==> src/rtl/alu_operand_stage.sv <==
// ALU operand stage: 2-entry in-order operand buffer between decode and ALU
// with byte-lane writeback bypass on capture and while entries are held.
module alu_operand_stage (
    input  logic        clk,
    input  logic        reset_n,
    input  logic [0:31] instr_in,
    input  logic        in_valid,
    output logic        in_ready,
    output logic [0:4]  rf_ra_addr,
    output logic [0:4]  rf_rb_addr,
    input  logic [0:63] rf_ra_data,
    input  logic [0:63] rf_rb_data,
    input  logic        wb_en,
    input  logic [0:4]  wb_addr,
    input  logic [0:63] wb_data,
    input  logic [0:2]  wb_ppp,
    input  logic        flush,
    output logic        out_valid,
    input  logic        out_ready,
    output logic [0:63] rA_64bit_val,
    output logic [0:63] rB_64bit_val,
    output logic [0:5]  Op_code,
    output logic [0:5]  R_ins,
    output logic [0:1]  WW,
    output logic [0:4]  rD_addr,
    output logic [0:2]  PPP
);

    typedef struct packed {
        logic [0:5]  op;
        logic [0:4]  rd;
        logic [0:4]  ra;
        logic [0:4]  rb;
        logic [0:2]  ppp;
        logic [0:1]  ww;
        logic [0:5]  rins;
        logic [0:63] a;
        logic [0:63] b;
    } entry_t;

    entry_t      ent_q [2];
    entry_t      ent_d [2];
    entry_t      upd   [2];
    entry_t      new_e;
    logic [1:0]  count_q;
    logic [1:0]  count_d;
    logic [1:0]  count_mid;
    logic [0:63] wb_mask;
    logic        push;
    logic        pop;

    function automatic logic [0:63] lane_mask(input logic [0:2] p);
        logic [0:63] m;
        m = '0;
        case (p)
            3'b000: m = '1;
            3'b001: m[0:31] = '1;
            3'b010: m[32:63] = '1;
            3'b011: for (int k = 0; k < 8; k += 2) m[8*k +: 8] = '1;
            3'b100: for (int k = 1; k < 8; k += 2) m[8*k +: 8] = '1;
            default: m = '0;
        endcase
        return m;
    endfunction

    function automatic logic [0:63] merge(
        input logic [0:63] old,
        input logic [0:63] nw,
        input logic [0:63] m
    );
        return (old & ~m) | (nw & m);
    endfunction

    assign wb_mask    = lane_mask(wb_ppp);
    assign rf_ra_addr = instr_in[11:15];
    assign rf_rb_addr = instr_in[16:20];
    assign in_ready   = (count_q < 2'd2);
    assign out_valid  = (count_q != 2'd0);
    assign push       = in_valid && in_ready && !flush;
    assign pop        = out_valid && out_ready && !flush;

    always_comb begin
        new_e.op   = instr_in[0:5];
        new_e.rd   = instr_in[6:10];
        new_e.ra   = instr_in[11:15];
        new_e.rb   = instr_in[16:20];
        new_e.ppp  = instr_in[21:23];
        new_e.ww   = instr_in[24:25];
        new_e.rins = instr_in[26:31];
        new_e.a    = rf_ra_data;
        new_e.b    = rf_rb_data;
        if (wb_en && (wb_addr == instr_in[11:15]))
            new_e.a = merge(rf_ra_data, wb_data, wb_mask);
        if (wb_en && (wb_addr == instr_in[16:20]))
            new_e.b = merge(rf_rb_data, wb_data, wb_mask);
    end

    // Held entries snoop the writeback port every cycle
    always_comb begin
        for (int i = 0; i < 2; i++) begin
            upd[i] = ent_q[i];
            if (wb_en && (2'(i) < count_q)) begin
                if (ent_q[i].ra == wb_addr)
                    upd[i].a = merge(ent_q[i].a, wb_data, wb_mask);
                if (ent_q[i].rb == wb_addr)
                    upd[i].b = merge(ent_q[i].b, wb_data, wb_mask);
            end
        end
    end

    always_comb begin
        ent_d     = upd;
        count_d   = count_q;
        count_mid = count_q;
        if (flush) begin
            ent_d   = ent_q;
            count_d = 2'd0;
        end else begin
            if (pop) begin
                ent_d[0]  = upd[1];
                count_mid = count_q - 2'd1;
            end
            if (push)
                ent_d[count_mid[0]] = new_e;
            count_d = count_mid + {1'b0, push};
        end
    end

    always_ff @(posedge clk or negedge reset_n) begin
        if (!reset_n) begin
            count_q  <= 2'd0;
            ent_q[0] <= '0;
            ent_q[1] <= '0;
        end else begin
            count_q  <= count_d;
            ent_q[0] <= ent_d[0];
            ent_q[1] <= ent_d[1];
        end
    end

    assign rA_64bit_val = ent_q[0].a;
    assign rB_64bit_val = ent_q[0].b;
    assign Op_code      = ent_q[0].op;
    assign R_ins        = ent_q[0].rins;
    assign WW           = ent_q[0].ww;
    assign rD_addr      = ent_q[0].rd;
    assign PPP          = ent_q[0].ppp;

endmodule

==> config.mk <==
export PLATFORM = sky130hd
export DESIGN_NAME = alu_operand_stage
export DESIGN_NICKNAME = d
export VERILOG_FILES = /design/src/rtl/alu_operand_stage.sv
export SDC_FILE = /design/constraint.sdc
export NUM_CORES = 1
export LEC_CHECK = 0
export BUFFER_PORTS_ARGS = -buffer_cell sky130_fd_sc_hd__buf_2
export CAP_MARGIN = 25
export CELL_PAD_IN_SITES_DETAIL_PLACEMENT = 1
export CELL_PAD_IN_SITES_GLOBAL_PLACEMENT = 1
export CORE_ASPECT_RATIO = 0.5
export CORE_MARGIN = 4
export CORE_UTILIZATION = 25
export CTS_CLUSTER_DIAMETER = 40
export CTS_CLUSTER_SIZE = 28
export DETAILED_ROUTE_END_ITERATION = 16
export PLACE_DENSITY = 0.61
export SYNTH_ARGS = -nofsm -noshare
export SYNTH_HDL_FRONTEND = slang
export SYNTH_SLANG_ARGS = --single-unit
==> constraint.sdc <==
create_clock -name clk -period 4.05 [get_ports clk]
set_clock_uncertainty 0.1 [all_clocks]
set_input_delay 0.405 -clock clk [delete_from_list [all_inputs] [get_ports clk]]
set_output_delay 0.405 -clock clk [all_outputs]
set_load 0.02 [all_outputs]
Yosys cells after proc, flatten, opt, wreduce, memory -nomap -nowiden
Index checks and enable logic that the tools add are counted.

operators by class
  add/subtract/negate cells = 2
  multiply operators = 0
  div/mod/pow operators = 0
  $lt $le $gt $ge = 5
  equal/unequal tests = 10
  shift-type cells = 0
  mux-type cells = 21
  bitwise operators = 16
  reduce and logical (&&, ||, !) cells = 17

operator list
  kind                  count
  $mux W160             3
  $and A64 B64 Y64      7
  $mux W64              6
  $or A64 B64 Y64       6
  $bwmux W320           1
  $mux W320             1
  $mux W128             2
  $demux W160 S1        1
  $not A64 Y64          1
  $mux W8               4
  $eq A5 B5 Y1          6
  $reduce_or A3 Y1      4
  $logic_and A1 B1 Y1   9
  $eq A3 B2 Y1 const B  2
  $mux W2               3
  $lt A1 B2 Y1 const A  2
  $eq A3 B1 Y1 const B  1
  $eq A3 B3 Y1 const B  1
  $logic_not A3 Y1      1
  $add A2 B1 Y2         1
  $ge A2 B2 Y1 const B  1
  $lt A2 B1 Y1 const B  1
  $lt A2 B2 Y1 const B  1
  $not A1 Y2            1
  other kinds (5)       5

word-level totals
  flip-flop bits (word level) = 322
  latch bits = 0
  memory bits (writable) = 0
  memory bits (read-only) = 0
  output and inout bits = 162
  memories kept = 0

Logic depth before layout (Yosys ltp)
  depth after elaboration = 12
  mapped depth = 11
  depth with buffers taken out = 8

Worst setup path after synthesis
Ideal clock, no wire load.

  path kind = reg2reg
  start = reg count_q[0]
  end = reg (tool-made name)
  library setup time = 0.125 ns
  arrival = 2.975 ns
  data required time = 3.825 ns
  setup slack = 0.850 ns
  stages on the path, launching flop included = 11
  cells stage by stage = dfrtp_1 > inv_1 > ha_1 > or3b_2 > buf_2 > buf_1 > xnor2_1 > ha_1 > clkbuf_1 > clkbuf_1 > mux2_2

RTL lines
  what                    line  source
  start, declared         45    logic [1:0] count_q;
  start signal, assigned  135   count_q <= count_d;

Worst setup path in the final report
  start = reg count_q[0]
  end = reg ent_q (netlist bit rA_64bit_val[48])

between the ends
  cells in the longest elaborated chain, start to end = 12
  elaborated cells on any way between the ends = 25

ends and longest elaborated chain
  what                                                                    line  source
  parallel branches: the longest is 11 deep, another holds $sub A2 B1 Y2  n/a
  $mux W320 (*)                                                           123   if (push)
  end, declared                                                           41    entry_t ent_q [2];

Mark *: on every way between the ends. The select of a mux whose other input is x is not followed.
A chain may end at the register's enable or synchronous reset.

==> impl_metrics.ini <==
[placed_design]
post-place-ws_ns = 0.439
gp_congestion = 0.846
port_buffers = 399
dp_cells = 2972
hpwl_um = 48900

[floorplan]
core_mm2 = 0.0730
start_util = 0.252
num_io_pins = 400
die_h_um = 200
rows = 70
die_area_mm2 = 0.0784
die_x_um = 392

[sta]
period_share = 0.915
hold_viol = 0
worst_slack_ns = 0.344
worstMarginPinSlew_ns = 0.913
slew-limit-headroom = 0.388
fin_setup_tns_ns = 0
rsz0062_at_grt = no
report.final.slew_viol_count = 0
min_period_ns = 3.71
timing.fmax_mhz = 270
setup_viol = 0

[power_and_ir_drop]
p_per_area_mw_per_mm2 = 696
leakagePower_uw = 0.0109
ir_worst_vdd_uv = 347

[status]
outcome = finished, final reports clean

[synth]
synth_cells = 1823
ys_types = 69
yosysSeqAreaShare = 0.437
synth-main-ff-cell = dfrtp_1
postSynthAreaPerCell_um2 = 10.1
synth-edff-count = 0
synth_seq_cells = 322
yosysWarningCount = 0
synth_nets = 2064
syn-cell-area_mm2 = 0.0184
synthArstFlopShare = 1.00

[global_route]
grt_pass1_vias = 17408
antenna_found_initial = 5
grt_max_degree = 103
grt_pass1_wl_um = 107000
overflow = 0
grt_usage = 0.175

[setup_path]
reg2regPathDepth = 11
cp_cell_sequence = inv_1 > ha_1 > nand2b_1 > xnor2_1 > nand2_2 > buf_4 > o32ai_2 > buf_4 > nand3_1 > nand3_1 > dlygate4sd3_1
worstSetupPathType = reg -> reg
critical-path-top-delay-family = buffers and inverters
required_ns = 4.43
cp_max_fo = 40
critPathMaxStageDelay_ns = 0.59
slowest_stage = buf_4
ff2ff_setup_slack_ns = 0.34
end_kind = flop
r2r-end = rA_64bit_val[48]
cp_data_arrival_time_ns = 4.09
cp-start-kind = flop
regToRegStartpoint = count_q[0]
path_buf_inv = 4

[worst_hold_path]
worstHoldPathType = in -> reg
holdCritStartpoint = instr_in[12]
hold_depth = 3
min_to = ent_q[307]

[route]
first_iter_violations = 1000
wl_per_cell_um = 22.1
dr.pass1.iters = 5
vias = 16356
route.detailed.drc = 0
via_per_inst = 5.09
drt-total-wl_um = 71100
ant_nets = 0

[final_layout]
syn2layout_area_growth_pct = 29.0
drive_gt1_frac = 0.312
final_cells = 3216
fin_nets = 2436

[cts]
ctsHtreeMaxLevel = 2
cts_root_buf = clkbuf_16
clock_path_buffers = 3
clk_latency_ns = 0.59
cts_tree = done
cts_num_sinks = 322
cts_made_buffers = 55
clkSlewWorstSetupHoldPaths_ns = 0.06
ctsResizeCount = 0

[job]
cap_violations = 0
-- cells in the final DEF (no fill, tap or decap), types with 19 or more instances in the layout --
cell type and count:
o2bb2ai_1 31, buf_2 398, a221o_1 48, a211oi_1 19
buf_4 52, nor3_1 20, o22a_1 21, dfrtp_1 322
a22oi_1 58, o22ai_1 150, nand2_1 111, dlygate4sd3_1 138
mux2i_1 107, nor2_1 172, clkbuf_16 57, inv_1 29
nand3_1 45, o21ai_0 49, mux2_2 110, nor2b_1 20
a21oi_1 23, mux2_1 30
-- logic make-up after synthesis --
logic type,share of synthesized area
AOI/OAI and AO/OA,0.199
xor gates and xnor gates,0.0119
adders and majority gates,0.00204
buffers and inverters,0.101
DFF,0.437
muxes,0.144
and+or+nand+nor,0.105
-- per-stage QoR --
stage          hold slack, ns  instance area [um^2]  power (uW)   util
4_1_cts              0.000174                 23800       16700  0.325
3_3_place_gp            0.389                 20400       11300  0.279
6_report               0.0226                 23800       16500  0.325
3_5_place_dp            0.395                 20400       11500  0.279
5_1_grt                0.0137                 23800       17500  0.325
2_1_floorplan         0.00941                 18400       10300      -
-- timing repair --
| action | in CTS | in global routing |
|---|---|---|
| setup endpoints to repair | 0 | 0 |
| hold endpoints to repair | 295 | 0 |
| setup buffers | 0 | 0 |
| hold buffers | 138 | 0 |
-- worst max-delay path by stage --
stage,startpoint,endpoint,slack [ns],cells after the start
2_1_floorplan,count_q[0],flop,0.85,10
5_1_grt,count_q[0],rA_64bit_val[48],0.08,11
3_3_place_gp,flush,rB_64bit_val[62],0.46,6
4_1_cts,count_q[0],rA_64bit_val[48],0.36,11
6_report,count_q[0],rA_64bit_val[48],0.34,11
3_5_place_dp,flush,rB_64bit_val[47],0.44,6
-- cells in the mapped netlist, types with 7 or more instances --
cell | number | area [um^2]
a21oi_1 | 25 | 125
mux2_2 | 110 | 1240
clkbuf_1 | 70 | 263
nand3_1 | 45 | 225
and3_1 | 16 | 100
a22oi_1 | 58 | 435
mux2_1 | 30 | 338
a221o_1 | 48 | 480
o21ai_0 | 49 | 245
a22o_1 | 11 | 96.3
dfrtp_1 | 322 | 8060
o22ai_1 | 150 | 938
nor2b_1 | 20 | 125
o2bb2ai_1 | 31 | 272
buf_6 | 8 | 90.1
a211oi_1 | 19 | 143
xor2_1 | 11 | 96.3
nand2_1 | 112 | 420
buf_2 | 31 | 155
inv_1 | 29 | 109
o21ai_1 | 7 | 35.0
a31oi_1 | 16 | 100
buf_1 | 7 | 26.3
nor3_1 | 21 | 105
o21a_1 | 16 | 120
a222oi_1 | 14 | 140
xnor2_1 | 14 | 123
nor2_1 | 172 | 646
o22a_1 | 21 | 184
mux2i_1 | 107 | 1070
buf_4 | 162 | 1220
-- where the power goes --
group | internal (uW) | total, uW | leakage, uW | switching, uW
logic | 2520 | 5780 | 0.00609 | 3250
clock network | 3180 | 5020 | 0.000965 | 1840
registers | 4780 | 5750 | 0.00388 | 977
-- routing by layer --
layer | up-vias | global-route usage | wire length (um)
met5 | - | 0 | 0
met4 | 0 | 0.0836 | 3280
met1 | 8446 | 0.207 | 28700
met3 | 160 | 0.0233 | 2230
met2 | 336 | 0.317 | 36800
li1 | 7414 | - | -
-- layout make-up --
cell class / instances / area [um^2]
Antenna cell: 4 / 10.0
Clock buffer: 67 / 1540
Clock inverter: 35 / 425
Fill cell: 8369 / 49300
Inverter: 30 / 113
Multi-Input combinational cell: 1193 / 8550
Sequential cell: 322 / 8060
Tap cell: 972 / 1220
Timing Repair Buffer: 593 / 3850
-- worst reg2reg max path, delay by kind of cell, from the launching register on --
| kind | cells | cell delay, ns |
|---|---|---|
| AO/OA/AOI/OAI | 1 | 0.19 |
| XOR/XNOR | 1 | 0.19 |
| adder cells (fa/ha/maj) | 1 | 0.27 |
| buffers and inverters | 4 | 1.57 |
| flip-flops | 1 | 0.45 |
| AND/OR/NAND/NOR | 4 | 0.84 |
-- sequential cells by signal (all words and copies together), names as in the netlist, 3 cells and up, named ones only --
name and cells:
ent_q 138, rA_64bit_val 64, rB_64bit_val 64, Op_code 6, R_ins 6, rD_addr 5
PPP 3
Note: power is estimated with default switching activity, not from simulation.
